<file path="config.mk">
export PLATFORM = sky130hd
export DESIGN_NAME = if_stage
export DESIGN_NICKNAME = d
export VERILOG_FILES = /design/src/rtl/if_stage.sv
export SDC_FILE = /design/constraint.sdc
export NUM_CORES = 1
export LEC_CHECK = 0
export ABC_AREA = 1
export BUFFER_PORTS_ARGS = -buffer_cell sky130_fd_sc_hd__buf_4
export CORE_ASPECT_RATIO = 0.75
export CORE_MARGIN = 5
export CORE_UTILIZATION = 52
export CTS_CLUSTER_DIAMETER = 100
export DETAILED_ROUTE_END_ITERATION = 10
export GPL_ROUTABILITY_DRIVEN = 0
export GPL_TIMING_DRIVEN = 0
export PLACE_DENSITY = 0.73
export SLEW_MARGIN = 20
export SYNTH_ARGS = -nofsm -noshare
export SYNTH_HDL_FRONTEND = slang
export SYNTH_SLANG_ARGS = --single-unit
</file>
<file path="constraint.sdc">
create_clock -name clock -period 2.2 [get_ports clock]
set_clock_uncertainty 0.15 [all_clocks]
set_input_delay 0.33 -clock clock [delete_from_list [all_inputs] [get_ports clock]]
set_output_delay 0.33 -clock clock [all_outputs]
set_load 0.02 [all_outputs]
</file>
<file path="src/rtl/if_stage.sv">
// Instruction-fetch stage: owns the PC, reads Instmem combinationally and buffers
// fetched words in a 2-entry FIFO (head register + one tail slot) towards decode.
module if_stage #(
    parameter int          ADDR_WIDTH = 4,
    parameter logic [31:0] RESET_PC   = 32'h0000_0000,
    parameter int          PC_STEP    = 4
) (
    input  logic                  clock,
    input  logic                  reset,
    output logic [ADDR_WIDTH-1:0] imem_address,
    input  logic [31:0]           imem_value,
    input  logic                  redirect_valid,
    input  logic [31:0]           redirect_pc,
    output logic                  out_valid,
    input  logic                  out_ready,
    output logic [31:0]           out_instr,
    output logic [31:0]           out_pc,
    output logic                  fault,
    output logic [31:0]           fault_pc
);

    typedef enum logic [1:0] {
        IDLE,
        RUN,
        FAULT
    } state_t;

    state_t      state;
    logic [31:0] pc;

    // The head entry lives directly in the output registers; the tail slot
    // only holds a word while the head is stalled by decode.
    logic        tl_valid;
    logic [31:0] tl_instr;
    logic [31:0] tl_pc;

    logic pop;
    logic full;
    logic push;

    assign imem_address = pc[ADDR_WIDTH-1:0];
    assign pop          = out_valid && out_ready;
    assign full         = out_valid && tl_valid;
    assign push         = (state == RUN) && !redirect_valid && (!full || pop);

    // NOTE: every register here is state, so it is assigned with <= only; the
    // async reset clears the data registers too so decode sees zeros at reset.
    always_ff @(posedge clock or negedge reset) begin
        if (!reset) begin
            state     <= IDLE;
            pc        <= RESET_PC;
            out_valid <= 1'b0;
            out_instr <= '0;
            out_pc    <= '0;
            tl_valid  <= 1'b0;
            tl_instr  <= '0;
            tl_pc     <= '0;
            fault     <= 1'b0;
            fault_pc  <= '0;
        end else if (state == IDLE) begin
            state <= RUN;
        end else if (redirect_valid) begin
            // Flush both entries; data registers keep their stale contents.
            out_valid <= 1'b0;
            tl_valid  <= 1'b0;
            pc        <= redirect_pc;
            if (redirect_pc[1:0] == 2'b00) begin
                state <= RUN;
                fault <= 1'b0;
            end else begin
                state    <= FAULT;
                fault    <= 1'b1;
                fault_pc <= redirect_pc;
            end
        end else begin
            if (push) begin
                pc <= pc + 32'(PC_STEP);
            end
            if (pop || !out_valid) begin
                if (tl_valid) begin
                    out_valid <= 1'b1;
                    out_instr <= tl_instr;
                    out_pc    <= tl_pc;
                    tl_valid  <= push;
                    if (push) begin
                        tl_instr <= imem_value;
                        tl_pc    <= pc;
                    end
                end else if (push) begin
                    out_valid <= 1'b1;
                    out_instr <= imem_value;
                    out_pc    <= pc;
                end else begin
                    out_valid <= 1'b0;
                end
            end else if (push) begin
                tl_valid <= 1'b1;
                tl_instr <= imem_value;
                tl_pc    <= pc;
            end
        end
    end

endmodule

</file>
==> run summary, run 1 <==
The flow ran to the end, and the final reports show no timing, DRC or antenna violations. The share of the Yosys chip area taken by registers is between 50 and 60%. The setup slack of the critical path after layout came out at about 0.18 ns.

The width of the die came out at 163 um. The net count of the finished layout came out at 1420. During placement, the flow inserted port buffers numbering 168. The post-synthesis cell count came out at ~1100. The count of synthesis-stage warnings from yosys came out at 0. The number of standard cells in the layout, taps in and fillers out is between 1500 and 2000.

The startpoint identified for the worst register-to-register timing path is pc[2]. The post-detailed-route count of antenna-violating nets is 0. The timing startpoint of the critical path is pc[2].

The number of inserted filler cells in the final layout came out at between 1500 and 2000. The synthesized design devotes to its leading area cell type 53.8% of total area. The worst setup path is captured at a flip-flop. Once layout is done, the placed cells without fillers occupy roughly 12000 um^2. The clock tree synthesis step divided the H-tree into 4 levels. The vertical die dimension is 125 um. The number of diodes added for antenna fixing came out at 0.

The biggest cell delay along the critical path is about 0.44 ns. After Yosys synthesis, full adders, half adders and majority gates account for less than 1% of the synthesized area. For this run, the top clock speed supported by timing is about 500 MHz.

Of the post-synthesis cell area, the part taken by muxes is 0%. The data required time at the worst endpoint is 2.38 ns. The area growth from synthesis to layout is 27.0%. The shortest period the worst path allows is between 2 and 2.5 ns. The starting density of the core is 52.3%. The mean post-synth cell area is around 8.1 um^2. The clock net sink count came out at slightly below 200. The commonest cells after synthesis are 400 x sky130_fd_sc_hd__nand2_1, 197 x sky130_fd_sc_hd__dfrtp_1, 106 x sky130_fd_sc_hd__nor2_1. The worst voltage drop across the vdd grid is 0.598 mV. The via count of the first global-routing pass is approximately 8000. Max-cap violations in this run came to 0.

The global-route wire length before repair is slightly above 40 mm. The xor/xnor share of the synthesized area came out at 0.0956%. After detailed routing, the number of remaining DRC violations is 0. Synthesis produced a netlist with a net count of between 1000 and 1500. The cell sitting at the root of the clock tree is a sky130_fd_sc_hd__clkbuf_16.

In this run the cell area of the synthesized design comes to between 9000 and 10000 um^2. Setup repair after global routing left no endpoint under its margin. The number of placed instances, taps included, is ~1500.

Using the TritonRoute via totals, the vias-per-cell ratio works out to approximately 5.1. The leftover overflow at the end of global routing came out at 0. In this run, the number of DRC markers left after iteration 0 of detailed routing was between 600 and 700. The fraction of layout cells with a size suffix above 1 came out at about a fifth. The share of flip-flops with an asynchronous set or reset is between 90% and 100%. The area of the die came out at between 20000 and 25000 um^2. The TritonCTS buffer count came out at 17. The area of placed instances is around 11000 um^2. The share of the clock period used by the worst path after layout is 91.6%. The routed length per instance came out at 15.5 um.

In this run the most critical hold path is launched from imem_value[9]. The count of boundary I/O pins is between 150 and 200. The library cell contributing the largest single delay on the critical path is sky130_fd_sc_hd__dfrtp_1. The area of the core is between 15000 and 20000 um^2. The data arrival time of the worst path came out at 2.20 ns.

At the placement stage, the worst setup path has a slack of roughly 0.17 ns. The site row count came out at 42. After synthesis, the cell types taking the most area are sky130_fd_sc_hd__dfrtp_1 54%, sky130_fd_sc_hd__nand2_1 16%, sky130_fd_sc_hd__a31oi_1 4.4%, sky130_fd_sc_hd__nor2_1 4.3%, sky130_fd_sc_hd__inv_1 4.2%. The most used flip-flop cell after synthesis is sky130_fd_sc_hd__dfrtp_1. The basic-gate share of the synthesized area counting and, or, nand and nor cells came out at 23.4%. The CTS clock-pin slew for the worst setup and hold paths is 0.07 ns. The synthesized design contains 197 register bits. The buffer depth of the longest clock path came out at 2. The unique cell type count in the Yosys netlist came out at 27. The worst setup path is launched from a flip-flop. The later-pin clock latency in the skew report is roughly 0.44 ns. Summing the areas of all compound-gate instances in the mapped netlist gives a little over an eighth of the synthesized area.

The final count of hold timing violations came out at 0. The number of flops mapped to enable cells by yosys came out at 0. The static leakage came out at between 5 and 6 nW.

The final standard cell utilization of the core is about 66%. In the post-synthesis netlist, the cell with the most instances is sky130_fd_sc_hd__nand2_1. The total length of routed wires came out at 24.9 mm. The critical path in this run is classified as flip-flop to flip-flop. The aggregate global-route resource usage came out at between 20% and 30%. The setup TNS after final layout came out at 0 ns.

The largest total area in the synthesized netlist belongs to sky130_fd_sc_hd__dfrtp_1. The count of pins over their slew limit was 0. Entering global routing, the biggest net connects slightly above 100 pins. Summing all flip-flop and latch instances after layout gives between 4000 and 5000 um^2. The power per cell area is 1160 nW/um^2.

The min-delay analysis places its worst path in the category input port to flip-flop. Summing all multi-input logic gate instances after layout gives about 3400 um^2. The TritonCTS clock tree is done. The first-pass iteration count of the detailed router is 6. The worst relative slew slack is approximately 64%. The critical path's most frequent cell is sky130_fd_sc_hd__nand2_1. The transition at the pin with the smallest max-transition slack is between 0.5 and 0.6 ns. By area, the combinational part of the netlist is dominated by simple AND/OR/NAND/NOR gates. The final number of setup-violating endpoints came out at 0. The HPWL after detailed placement is between 15 and 20 mm. The number of vias after detailed routing came out at 8267. The critical-path maximum fanout came out at 7.

Walking the worst path, the cells encountered are ha_1, nand2_1, nor2_2, nand2_1, nor2_2, nand2_1, nand2_1, nand3_1, nand2_1, nand2_1. The initial antenna violation count was 0.
## power by group
group          switching (W)  leakage, nW  internal, W
combinational        0.00265         3.17      0.00189
sequential          0.000956         2.36      0.00495
clock                0.00143        0.285      0.00167
total                0.00503         5.82      0.00851
## cell families after synthesis
| logic type | Yosys count |
|---|---|
| adders and majority gates | 1 |
| and+or+nand+nor | 551 |
| DFF | 197 |
| xor gates and xnor gates | 1 |
| buffers and inverters | 175 |
| AOI/OAI and AO/OA | 212 |
## critical path: cells and delay by family, from the launching register on
kind	cells	cell delay [ns]
fa+ha+maj	1	0.19
flops	1	0.44
simple gates	9	1.11
## layout make-up
class / instances / area share, %
sequential: 197 / 42.4
buffer: 66 / 3.57
inverter: 109 / 3.52
multi-input combinational: 765 / 29.3
clock buffer: 20 / 4.01
tap: 242 / 2.60
clock inverter: 12 / 1.02
timing repair buffer: 195 / 13.5
## worst paths after layout
path / cells after the start / slack [ns] / endpoint
max: 10 / 0.18 / pc[22]
min: 3 / 0.008 / tl_instr[9]
max reg2reg: 10 / 0.18 / pc[22]
min reg2reg: 2 / 0.33 / fault_pc[16]
max in group asynchronous: 4 / 0.68 / pc[3]
min in group asynchronous: 3 / 0.35 / out_instr[23]
## cells in the final DEF (no fill, tap or decap), types with 2 or more instances in the layout
cell | synthesis | final
sky130_fd_sc_hd__nand3_1 | 33 | 33
sky130_fd_sc_hd__o21ai_0 | 76 | 76
sky130_fd_sc_hd__buf_16 | 0 | 2
sky130_fd_sc_hd__buf_4 | 9 | 176
sky130_fd_sc_hd__clkbuf_1 | 20 | 20
sky130_fd_sc_hd__clkbuf_16 | 0 | 17
sky130_fd_sc_hd__inv_1 | 103 | 103
sky130_fd_sc_hd__o31ai_1 | 2 | 2
sky130_fd_sc_hd__nor2_2 | 5 | 7
sky130_fd_sc_hd__buf_6 | 14 | 14
sky130_fd_sc_hd__a21oi_1 | 29 | 29
sky130_fd_sc_hd__nor2_1 | 106 | 104
sky130_fd_sc_hd__clkinvlp_4 | 0 | 2
sky130_fd_sc_hd__dfrtp_1 | 197 | 196
sky130_fd_sc_hd__buf_2 | 23 | 23
sky130_fd_sc_hd__inv_6 | 0 | 3
sky130_fd_sc_hd__a22oi_1 | 2 | 2
sky130_fd_sc_hd__o21ai_1 | 14 | 14
sky130_fd_sc_hd__clkinv_2 | 0 | 2
sky130_fd_sc_hd__nand2_1 | 400 | 400
sky130_fd_sc_hd__inv_2 | 6 | 6
sky130_fd_sc_hd__dlygate4sd3_1 | 0 | 25
sky130_fd_sc_hd__o22ai_1 | 4 | 4
sky130_fd_sc_hd__clkbuf_8 | 0 | 3
sky130_fd_sc_hd__a31oi_1 | 65 | 65
sky130_fd_sc_hd__o21ai_2 | 18 | 18
sky130_fd_sc_hd__clkinv_4 | 0 | 3
sky130_fd_sc_hd__nor3_1 | 3 | 3
sky130_fd_sc_hd__nand2_2 | 2 | 2
## per-layer routing
| layer | wire [um] | track usage, % | share of wire [%] |
|---|---|---|---|
| met1 | 11700 | 37.0 | 47 |
| met2 | 10800 | 36.6 | 43 |
| met3 | 2090 | 6.09 | 8.4 |
| met4 | 273 | 5.37 | 1.1 |
| met5 | 0 | 0 | 0 |
## per-stage QoR
step | total power [W] | hold WS (ns)
6_report | 0.0135 | 0.00827
5_1_grt | 0.0144 | 0.00682
2_1_floorplan | 0.00843 | -0.116
4_1_cts | 0.0136 | 0.000484
3_5_place_dp | 0.0105 | 0.246
3_3_place_gp | 0.0103 | 0.307
## sequential cells by signal, indices dropped and copies added (netlist names)
register	cells
out_instr	32
state	2
tl_valid	1
tl_pc	32
fault_pc	32
fault	1
out_valid	1
pc	32
out_pc	32
tl_instr	32
## timing repair
action / in CTS / in global routing
hold buffers: 25 / 0
endpoints found under the setup margin: 0 / 3
resized for setup: 0 / 3
endpoints found under the hold margin: 123 / 0
setup buffers: 0 / 0
(Power assumes the default switching activity.)
==> run 2, diff against run 1 <==
Settings changed: CELL_PAD_IN_SITES_DETAIL_PLACEMENT from default to 1, CELL_PAD_IN_SITES_GLOBAL_PLACEMENT from default to 2, CORE_UTILIZATION 52 to 32, PLACE_DENSITY 0.73 to 0.77.
==> run 2 against run 1 <==
Against the previous run:
- sequential share of layout area is 1.1 points lower
- largest cell class unchanged
- critical path depth stayed put
- global-route usage is 5.2 points lower
- sequential power is 0.8% higher
- die area is 58% higher
- wire length is 23% higher
- core utilization is 24 points lower
==> run summary, run 2 (synthesis results as in run 1) <==
The number of vias per cell after detailed routing came out at 4.68 (was 5.15). The net count of the finished layout is 1431 (was 1420). The data required time at the worst endpoint came out at 2.39 ns (was 2.38 ns).

The shortest period the worst path allows is 2.05 ns (was 2.02 ns). The origin of the critical flop-to-flop path is pc[2] (unchanged). The area of the core came out at 28100 um^2 (was 17500 um^2). The relative contribution of sequential cells to total power is 43.2% (was 43.6%). The capture endpoint of the worst hold path was fault_pc[30] (was tl_instr[9]). The number of buffers inserted by port buffering is 168 (unchanged). The instance count after placement with tap cells included is 1692 (was 1549).

The start point of the worst hold path is redirect_pc[30] (was imem_value[9]). The aggregate global-route resource usage is 19.4% (was 24.6%). The cell count of the worst hold path came out at 3 (unchanged). The number of buffers inserted by post-CTS setup repair was 0 (unchanged). The area of placed instances is 11000 um^2 (was 10800 um^2). The remaining routing DRC violations came out at 0 (unchanged). The area growth from synthesis to layout is 30.2% (was 27.0%). The post-detailed-route count of antenna-violating nets came out at 0 (unchanged). The number of vias after detailed routing is 8234 (was 8267). The total power draw came out at 0.0138 W (was 0.0135 W). The part of the total power dissipated in combinational logic came out at 33.7% (was 33.5%). The class of the tightest hold or removal check was input port to flip-flop (unchanged). The critical-path maximum fanout was 5 (was 7). The post-placement worst setup slack is 0.0604 ns (was 0.174 ns).

The via count of the first global-routing pass is 8670 (was 7897). The reported max-cap violation count is 0 (unchanged). The area of all placed cells without fillers is 11900 um^2 (was 11600 um^2). The clock network fraction of design power is 23.1% (was 22.9%). The number of H-tree levels came out at 4 (unchanged). The path type of the worst setup path was flip-flop to flip-flop (unchanged).

The final count of hold timing violations was 0 (unchanged). The reported net switching power was 0.00530 W (was 0.00503 W). The initial DRC count came out at 413 (was 662). The area of the die was 32100 um^2 (was 20400 um^2). The leftover overflow at the end of global routing was 0 (unchanged). Unrepaired setup endpoints after global routing: no (unchanged). The later-pin clock latency in the skew report came out at 0.45 ns (was 0.44 ns). The worst relative slew slack was 58.6% (was 64.4%).

The fraction of layout cells with a size suffix above 1 is 20.7% (was 20.9%). The count of pins over their slew limit is 0 (unchanged). The buffer depth of the longest clock path came to 2 (unchanged).

The worst reg-to-reg setup slack came out at 0.15 ns (was 0.18 ns). The routed length per instance is 17.4 um (was 15.5 um). The TritonCTS buffer count is 17 (unchanged). The share of the clock period used by the worst path after layout came out at 93.0% (was 91.6%). The power per cell area is 1160 nW/um^2 (about the same). The cell depth of the worst flop-to-flop path came out at 10 (unchanged). The net switching share of the total power came out at 38.5% (was 37.2%). The CTS clock-pin slew for the worst setup and hold paths came out at 0.08 ns (was 0.07 ns). The final number of setup-violating endpoints is 0 (unchanged). The number of diodes added for antenna fixing came out at 0 (unchanged). The data arrival time of the worst path came to 2.24 ns (was 2.20 ns). Top library cells by usage in the layout, fill and taps aside: 400 x sky130_fd_sc_hd__nand2_1, 196 x sky130_fd_sc_hd__dfrtp_1, 176 x sky130_fd_sc_hd__buf_4 (unchanged). The worst voltage drop across the vdd grid is 0.581 mV (was 0.598 mV). The global-route wire length before repair is 48.8 mm (was 40.3 mm). The final standard cell utilization of the core came to 42.4% (was 66.4%). The worst flop-to-flop path endpoint was pc[28] (was pc[22]).

The width of the die came to 205 um (was 163 um). The total length of routed wires was 30.6 mm (was 24.9 mm). The timing-limited maximum frequency came out at 489 MHz (was 496 MHz). The most common cell after layout, fill and taps aside is sky130_fd_sc_hd__nand2_1 (unchanged). The clock net sink count is 197 (unchanged). The initial antenna violation count came to 0 (unchanged). The count of boundary I/O pins is 170 (unchanged). The starting density of the core came out at 32.6% (was 52.3%).

The critical path launch point type was a flip-flop (unchanged). The site row count is 53 (was 42). The setup slack of the critical path after layout is 0.154 ns (was 0.184 ns). The number of standard cells in the layout, taps in and fillers out came out at 1759 (was 1606).

The HPWL after detailed placement is 22.7 mm (was 18.1 mm). Status: complete, no violations (unchanged). The total internal power was 0.00848 W (was 0.00851 W). The pin count of the biggest net entering global routing came to 87 (was 101).

The vertical die dimension came out at 157 um (was 125 um). The transition at the pin with the smallest max-transition slack is 0.621 ns (was 0.534 ns). The TritonCTS clock tree is done (unchanged). The static leakage is 5.86 nW (was 5.82 nW). The critical path capture point type was a flip-flop (unchanged).

The root buffer cell is sky130_fd_sc_hd__clkbuf_16 (unchanged). The first-pass iteration count of the detailed router came out at 4 (was 6).
[run 2: cell count changes in the layout (fill, tap and decap cells not counted), moves of 2 or more]
cell,before,now
sky130_fd_sc_hd__dlygate4sd3_1,25,36
sky130_fd_sc_hd__clkbuf_8,3,1
sky130_fd_sc_hd__inv_8,1,3
sky130_fd_sc_hd__nor2_4,1,3
[run 2: per-layer routing]
| layer | up-vias | routed length, um | GRT usage [%] |
|---|---|---|---|
| met5 | - | 0 | 0 |
| met4 | 0 | 303 | 3.83 |
| met3 | 21 | 1220 | 3.52 |
| met2 | 144 | 13500 | 30.1 |
| met1 | 4014 | 15600 | 28.6 |
| li1 | 4055 | - | - |
[run 2: critical path, cell delays in order, from the launching register on]
cell                      delay [ns]
sky130_fd_sc_hd__dfrtp_1        0.47
sky130_fd_sc_hd__ha_1           0.20
sky130_fd_sc_hd__nand2_1        0.08
sky130_fd_sc_hd__nor2_2         0.20
sky130_fd_sc_hd__nand2_1        0.18
sky130_fd_sc_hd__nor2_1         0.32
sky130_fd_sc_hd__nand2_1        0.09
sky130_fd_sc_hd__nand2_1        0.06
sky130_fd_sc_hd__nand3_1        0.06
sky130_fd_sc_hd__nand2_1        0.08
sky130_fd_sc_hd__nand2_1        0.04
[run 2: how the worst max path moves through the flow]
stage               startpoint  slack, ns      endpoint
detailed placement       pc[3]       0.06        pc[20]
floorplan                pc[3]       0.55        pc[20]
finish                   pc[2]       0.15        pc[28]
CTS                      pc[3]       0.04        pc[20]
global route             pc[2]       0.02        pc[30]
global placement         reset      -0.89  fault_pc[29]
[run 2: area by class of cell]
cell class / count / area, um^2
Fill cell: 3466 / 16200
Sequential cell: 197 / 4930
Tap cell: 385 / 482
Clock buffer: 18 / 439
Timing Repair Buffer: 206 / 1680
Inverter: 109 / 409
Clock inverter: 13 / 143
Multi-Input combinational cell: 765 / 3420
Buffer: 66 / 415
[run 2: timing repair]
action / CTS / global route
hold endpoints to repair: 110 / 0
hold buffers: 36 / 0
setup endpoints to repair: 0 / 9
resized for setup: 0 / 6
[run 2: power by group through the flow]
stage | registers, W | logic (W) | clock network, W
3_5_place_dp | 0.00603 | 0.00464 | 0
2_1_floorplan | 0.00651 | 0.00192 | 0
3_3_place_gp | 0.00598 | 0.00453 | 0
5_1_grt | 0.00615 | 0.00513 | 0.00341
6_report | 0.00596 | 0.00464 | 0.00318
4_1_cts | 0.00597 | 0.00471 | 0.00327
[run 2: stage by stage]
step	TNS, ns	hold slack [ns]
detailed placement	0	0.148
global route	0	0.00703
CTS	0	0.00000500
finish	0	0.0103
floorplan	0	-0.116
global placement	-170.78	0.308
